## config.mk

```make
export PLATFORM = sky130hd
export DESIGN_NAME = if_stage
export DESIGN_NICKNAME = d
export VERILOG_FILES = /design/src/rtl/if_stage_pkg.sv /design/src/rtl/fetch_skid.sv /design/src/rtl/if_stage.sv
export SDC_FILE = /design/constraint.sdc
export NUM_CORES = 1
export LEC_CHECK = 0
export CORE_MARGIN = 5
export CORE_UTILIZATION = 54
export DETAILED_ROUTE_END_ITERATION = 6
export DONT_BUFFER_PORTS = 1
export GPL_ROUTABILITY_DRIVEN = 0
export HOLD_SLACK_MARGIN = 0.05
export PLACE_DENSITY = 0.8
export SYNTH_ARGS = -nofsm -noshare
export SYNTH_HDL_FRONTEND = slang
export SYNTH_SLANG_ARGS = --single-unit
```

## constraint.sdc

```tcl
create_clock -name clk -period 9.45 [get_ports clk]
set_clock_uncertainty 0.05 [all_clocks]
set_input_delay 1.89 -clock clk [delete_from_list [all_inputs] [get_ports clk]]
set_output_delay 1.89 -clock clk [all_outputs]
set_load 0.005 [all_outputs]
```

## src/rtl/if_stage_pkg.sv

```systemverilog
// Shared fetch-stage types and defaults: FSM state encoding, reset vector, NOP word.
package if_stage_pkg;

  typedef enum logic [1:0] {
    ST_REQ  = 2'd0,
    ST_WAIT = 2'd1,
    ST_SKID = 2'd2,
    ST_DROP = 2'd3
  } fetch_state_t;

  localparam logic [31:0] RESET_VECTOR_DEFAULT = 32'h0000_0000;
  localparam logic [31:0] NOP_INSTR_DEFAULT    = 32'h0000_0013;

  function automatic logic [31:0] word_align(input logic [31:0] addr);
    return addr & 32'hFFFF_FFFC;
  endfunction

endpackage

```

## src/rtl/fetch_skid.sv

```systemverilog
// One-entry holding register for a fetched word that decode could not take yet.
module fetch_skid (
  input  logic        clk,
  input  logic        rst,
  input  logic        load,
  input  logic        clear,
  input  logic [31:0] instr,
  input  logic [31:0] pc,
  output logic [31:0] skid_instr,
  output logic [31:0] skid_pc,
  output logic        skid_valid
);

  always_ff @(posedge clk or posedge rst) begin
    if (rst) begin
      skid_instr <= '0;
      skid_pc    <= '0;
      skid_valid <= 1'b0;
    end else if (clear) begin
      skid_valid <= 1'b0;
    end else if (load) begin
      skid_instr <= instr;
      skid_pc    <= pc;
      skid_valid <= 1'b1;
    end
  end

endmodule

```

## src/rtl/if_stage.sv

```systemverilog
// Instruction fetch: single-outstanding request FSM, PC, IF/ID register, skid buffer.
module if_stage
  import if_stage_pkg::*;
#(
  parameter logic [31:0] RESET_VECTOR = RESET_VECTOR_DEFAULT,
  parameter logic [31:0] NOP_INSTR    = NOP_INSTR_DEFAULT
) (
  input  logic        clk,
  input  logic        rst,
  output logic        imem_req,
  output logic [31:0] imem_addr,
  input  logic        imem_rdy,
  input  logic        imem_rvalid,
  input  logic [31:0] imem_rdata,
  input  logic        stall,
  input  logic        redirect,
  input  logic [31:0] redirect_pc,
  output logic [31:0] ir,
  output logic [31:0] if_pc,
  output logic [31:0] if_pc4,
  output logic        if_valid
);

  fetch_state_t state, state_next;
  logic [31:0]  pc;
  logic         accept;
  logic         deliver_mem, deliver_skid, skid_load, skid_clear, pc_step;
  logic [31:0]  skid_instr, skid_pc;
  logic         skid_valid;

  assign accept    = !stall || !if_valid;
  assign imem_addr = pc;
  assign if_pc4    = if_pc + 32'd4;

  always_ff @(posedge clk or posedge rst) begin
    if (rst) state <= ST_REQ;
    else     state <= state_next;
  end

  // A response coinciding with a redirect retires the outstanding request, so no DROP is needed.
  always_comb begin
    state_next = state;
    if (redirect) begin
      unique case (state)
        ST_REQ:  state_next = imem_rdy ? ST_DROP : ST_REQ;
        ST_WAIT: state_next = imem_rvalid ? ST_REQ : ST_DROP;
        ST_DROP: state_next = imem_rvalid ? ST_REQ : ST_DROP;
        default: state_next = ST_REQ;
      endcase
    end else begin
      unique case (state)
        ST_REQ:  if (imem_rdy) state_next = ST_WAIT;
        ST_WAIT: if (imem_rvalid) state_next = accept ? ST_REQ : ST_SKID;
        ST_SKID: if (accept) state_next = ST_REQ;
        ST_DROP: if (imem_rvalid) state_next = ST_REQ;
        default: state_next = ST_REQ;
      endcase
    end
  end

  always_comb begin
    imem_req     = (state == ST_REQ) && !rst;
    pc_step      = (state == ST_WAIT) && imem_rvalid && !redirect;
    deliver_mem  = pc_step && accept;
    skid_load    = pc_step && !accept;
    deliver_skid = (state == ST_SKID) && accept && !redirect && skid_valid;
    skid_clear   = redirect || deliver_skid;
  end

  always_ff @(posedge clk or posedge rst) begin
    if (rst)           pc <= RESET_VECTOR;
    else if (redirect) pc <= word_align(redirect_pc);
    else if (pc_step)  pc <= pc + 32'd4;
  end

  always_ff @(posedge clk or posedge rst) begin
    if (rst) begin
      ir       <= NOP_INSTR;
      if_pc    <= RESET_VECTOR;
      if_valid <= 1'b0;
    end else if (redirect) begin
      ir       <= NOP_INSTR;
      if_valid <= 1'b0;
    end else if (deliver_mem) begin
      ir       <= imem_rdata;
      if_pc    <= pc;
      if_valid <= 1'b1;
    end else if (deliver_skid) begin
      ir       <= skid_instr;
      if_pc    <= skid_pc;
      if_valid <= 1'b1;
    end else if (accept) begin
      if_valid <= 1'b0;
    end
  end

  fetch_skid u_skid (
    .clk        (clk),
    .rst        (rst),
    .load       (skid_load),
    .clear      (skid_clear),
    .instr      (imem_rdata),
    .pc         (pc),
    .skid_instr (skid_instr),
    .skid_pc    (skid_pc),
    .skid_valid (skid_valid)
  );

endmodule

```

## Yosys cells after proc, flatten, opt, wreduce, memory -nomap -nowiden

Cells that the tools add are included.

- Flip-flop bits (word level): 164
- Bits of input ports: 70
- Output and inout port bits: 130
- Logic and storage cells: 67

- Add/sub/neg operators: 2
- Eq/ne operators: 7
- Mux-type cells: 23
- Bitwise gates (word level): 2
- Reduce and logical (&&, ||, !) cells: 25

Operators with widths:

| kind | count |
|---|---|
| $mux W32 | 7 |
| $add A32 B3 Y32 const B | 2 |
| $mux W2 | 8 |
| $ne A3 B3 Y1 const B | 4 |
| $logic_and A1 B1 Y1 | 8 |
| $pmux W2 S4 | 1 |
| $mux W1 | 6 |
| $reduce_bool A2 Y1 | 3 |
| $logic_not A1 Y1 | 5 |
| $eq A2 B2 Y1 const B | 2 |
| $pmux W2 S2 | 1 |
| $reduce_and A2 Y1 | 2 |
| $reduce_and A4 Y1 | 1 |
| $reduce_bool A4 Y1 | 1 |
| $reduce_bool A3 Y1 | 1 |
| $eq A2 B1 Y1 const B | 1 |
| $logic_not A2 Y1 | 1 |
| $logic_or A1 B1 Y1 | 2 |
| $not A1 Y1 | 2 |
| $reduce_or A2 Y1 | 1 |

## Logic depth before layout (Yosys ltp)

- Depth after elaboration: 8
- Mapped depth: 8
- Mapped depth without buffers: 5

## Cells and area by module

A second synthesis with hierarchy kept.

- Cells, all modules: 806
- Area, all modules: 8190.4 um2

Modules (own cells, without submodules):

| module | times used | cells each | area each (um2) | seq. area each (um2) |
|---|---|---|---|---|
| if_stage | 1 | 666 | 5452.7 | 2431.1 |
| fetch_skid | 1 | 140 | 2737.6 | 1626.6 |

## Worst setup path after synthesis

No wires, ideal clock.

- Kind: input -> output
- Start: in rst
- End: out imem_req
- Arrival time: 2.050 ns
- Data required time: 7.510 ns
- Setup slack: 5.460 ns
- Stages on the path: 1
- Buffers on the path: 0
- Cells stage by stage: nor3_1

- Longest elaborated chain between the ends: 2

RTL lines:

| item | RTL line | text |
|---|---|---|
| start: declaration | if_stage.sv:9 | `input logic rst,` |
| $logic_not A1 Y1 (no line) | n/a |  |
| $logic_and A1 B1 Y1 | if_stage.sv:62 | `imem_req = (state == ST_REQ) && !rst;` |
| end: declaration | if_stage.sv:10 | `output logic imem_req,` |

No other way between the ends.

## Worst setup path after layout

- Start: reg if_pc[2]
- End: out if_pc4[28]

- Longest elaborated chain between the ends: 1

RTL lines:

| item | RTL line | text |
|---|---|---|
| start: declaration | if_stage.sv:19 | `output logic [31:0] if_pc,` |
| start signal: assignment | if_stage.sv:86 | `if_pc <= pc;` |
| start signal: assignment | if_stage.sv:90 | `if_pc <= skid_pc;` |
| $add A32 B3 Y32 | if_stage.sv:33 | `assign if_pc4 = if_pc + 32'd4;` |
| end: declaration | if_stage.sv:20 | `output logic [31:0] if_pc4,` |

No other way between the ends.

==> summary.md <==
| Metric | Value |
|---|---|
| Post-DR vias/cell | a little over 6 |
| Crit path DAT | around 2600 ps |
| Gr ovfl total | 0 |
| Cell taking the most area after synthesis | dfrtp_1 |
| H-tree depth | 4 |
| IO Port Bufs | 0 |
| Chip height | roughly 130 um |
| Core Rows | 43 |
| Area of the multi-input gates | 0.00353 mm2 |
| Gr usage total | approximately a quarter |
| Kind of critical path | flip-flop to output port |
| Vias | ~6,000 |
| Share of layout cells above drive strength 1 | about 14% |
| Critical path's slowest cell | nor4_2 |
| Vias in the first global route | 5,864 |
| # Post-CTS Setup Buffers | 0 |
| Pleak | between 3 and 4 nW |
| Psw | a little under 0.7 mW |
| Filler instances | between 1,000 and 1,500 |
| Fmax | roughly 220 MHz |
| Clock network power share | about a third |
| Root Driver | clkbuf_16 |
| WP buf/inv | 0 |
| Top_reg_cell synth | dfrtp_1 |
| Maximum clock path buffer count | 2 |
| First-pass GRT wire length | ~31,000 um |
| Slew Viols, Final | 0 |
| Worst Setup Start Kind | flip-flop |
| Mapped Area | roughly 0.008 mm2 |
| Fin nets | 844 |
| Switching portion of total power | around 32% |
| Gate Count Post-Synth | 809 |
| Final Cycle Share | 47.9% |
| Reg area | 0.00396 mm2 |
| Int Pwr | roughly 1.4 mW |
| Num CTS Buffers | 17 |
| Routed Antenna Nets | 0 |
| HPWL Detailed | around 13,000 um |
| Pwr dens | ~250 mW/mm2 |
| Commonest cells post-synth | dfrtp_1, nand2_1, nor2_1, a31oi_1, mux2_2 |
| Maximum VDD drop | ~140 uV |
| Clk Latency, worst-skew pair | approximately 420 ps |
| Synth Register Bits | 158 |
| IO Pins | 200 |
| Util after Layout | between 50 and 60% |
| Starting Density | between 50% and 60% |
| Seq/Total Area, Yosys | between 50% and 60% |
| Resized Gates After CTS | 0 |
| Tightest Pin Transition | 1100 ps |
| WL/cell | 20.5 um |
| Die W | 130 um |
| Worst path required time | about 7500 ps |
| RSZ-0062 raised after global routing | false |
| Most common cell in the synthesized netlist | dfrtp_1 |
| Critical Path Sink Type | output port |
| Fin crit period | between 4000 and 5000 ps |
| Share of the synthesized area in the top cell type | between 40% and 50% |
| CTS clk-pin slew, worst paths | 60 ps |
| EDFF count, synth | 0 |
| Syn Area/Cell | approximately 9.6 um2 |
| Sink Count | around 160 |
| Power share of the combinational group | approximately 17% |
| Asr flop ratio synth | 100% |
| Sequential Power Share | about half |
| Library cells used by synthesis | between 40 and 50 |
| Top cells by area, synth | dfrtp_1, mux2_2, nand2_1 |
| Synthesis-to-layout area growth | 7.87% |
| Router iterations before antenna repair | 5 |
| Delay-heaviest family, CP | simple AND/OR/NAND/NOR gates |
| Number of max-cap violations | 0 |
| CTS hold repair buffers | 0 |
| Pwr Total | 2.08 mW |
| Setup_tns | 0 ps |
| CTS tree | yes |
| Largest net degree at the start of global routing | 81 |
| Die area | roughly 0.017 mm2 |
| Core Area | roughly 0.014 mm2 |
| Endpoints failing setup | 0 |
| DRT Wirelength | about 20,000 um |
| CP Cell Sequence | ha_1 -> nand2_1 -> nor4_2 -> nand4_1 -> xnor2_1 |
| Status | completed |
| Slew headroom | a little over a quarter |
| Crit Path Max Fanout | 8 |
| Post-route DRC | 0 |
| CP peak stage delay | between 600 and 700 ps |
| Worst Hold Class | flip-flop to flip-flop |
| Final Hold Vio Count | 0 |
| Starting DRT DRC Count | roughly 470 |
| Antenna cells | 0 |
| Ys Warns | 0 |
| Initial antenna violation count | 2 |
-- sequential cells by signal (all words and copies together) (netlist names) --
register,flops
ir,32
u_skid.skid_instr,32
if_pc,30
imem_addr,30
u_skid.skid_pc,30
state,2
if_valid,1
u_skid.skid_valid,1
-- final timing paths --
| check | startpoint | end | slack [ps] | depth (start not counted) |
|---|---|---|---|---|
| setup reg to reg | state[1] | u_skid.skid_instr[2] | 6700 | 4 |
| setup / recovery | if_pc[2] | if_pc4[28] | 4920 | 5 |
| hold / removal | u_skid.skid_instr[0] | u_skid.skid_instr[0] | 460 | 1 |
| hold reg to reg | u_skid.skid_instr[0] | u_skid.skid_instr[0] | 460 | 1 |
| max in group asynchronous | rst | u_skid.skid_pc[7] | 6510 | 2 |
| min in group asynchronous | rst | if_valid | 1400 | 1 |
-- cell usage in the layout (no fill, tap or decap), types with 3 or more instances in the layout --
| cell type | count |
|---|---|
| clkbuf_16 | 17 |
| or4_1 | 12 |
| nand3_1 | 55 |
| nor2b_1 | 4 |
| nand4_1 | 17 |
| a31oi_1 | 71 |
| o21ai_0 | 15 |
| nor4_1 | 9 |
| conb_1 | 6 |
| buf_4 | 5 |
| nor3_1 | 13 |
| and4_1 | 8 |
| xor2_1 | 19 |
| and3_1 | 7 |
| mux2_2 | 63 |
| dfstp_2 | 3 |
| inv_6 | 3 |
| o31ai_1 | 12 |
| dfrtp_1 | 155 |
| inv_1 | 8 |
| xnor2_1 | 20 |
| or3_1 | 4 |
| nor2_1 | 84 |
| a21oi_1 | 4 |
| nand2_1 | 126 |
| clkinvlp_4 | 4 |
-- logic make-up after synthesis --
family | share of synthesized area (%)
buf+inv | 4.18
xor+xnor | 4.39
flops | 50.9
fa+ha+maj | 0.322
simple gates | 21.9
other cells | 0.0482
mux | 9.25
compound gates | 9.03
-- power by group through the flow --
stage / combinational, mW / clock (mW) / sequential (mW)
floorplan: 0.326 / 0 / 0.973
global route: 0.407 / 0.719 / 1.07
finish: 0.359 / 0.681 / 1.04
CTS: 0.365 / 0.691 / 1.04
detailed placement: 0.362 / 0 / 1.05
global placement: 0.344 / 0 / 1.04
-- per-layer routing --
metal	track usage, %	wire, um
met1	29.5	7950
met2	38.4	9520
met3	8.84	2030
met4	6.48	257
met5	0	40
-- worst register-to-register path, stage by stage, from the launching register on --
cell and delay, ps:
dfrtp_1 450, nand3b_1 360, nor2_4 810, buf_4 540, mux2_2 420
-- cell type report --
class / count / share of cell area, %
clock buffers: 20 / 5.44
repair buffers: 5 / 0.447
multi-input cells: 580 / 42.1
clock inverters: 12 / 1.61
flip-flops and latches: 158 / 47.2
inverters: 10 / 0.507
well taps: 180 / 2.68
-- stage by stage --
stage	setup WS [ps]	area [um2]	instances	hold WS, ps
4_1_cts	4890	8390	965	459
2_1_floorplan	3250	7800	814	431
3_3_place_gp	5350	7800	933	438
3_5_place_dp	5350	7800	933	445
5_1_grt	4800	8390	965	469
6_report	4920	8390	965	456
No activity file was read; power rests on OpenSTA's default activity.
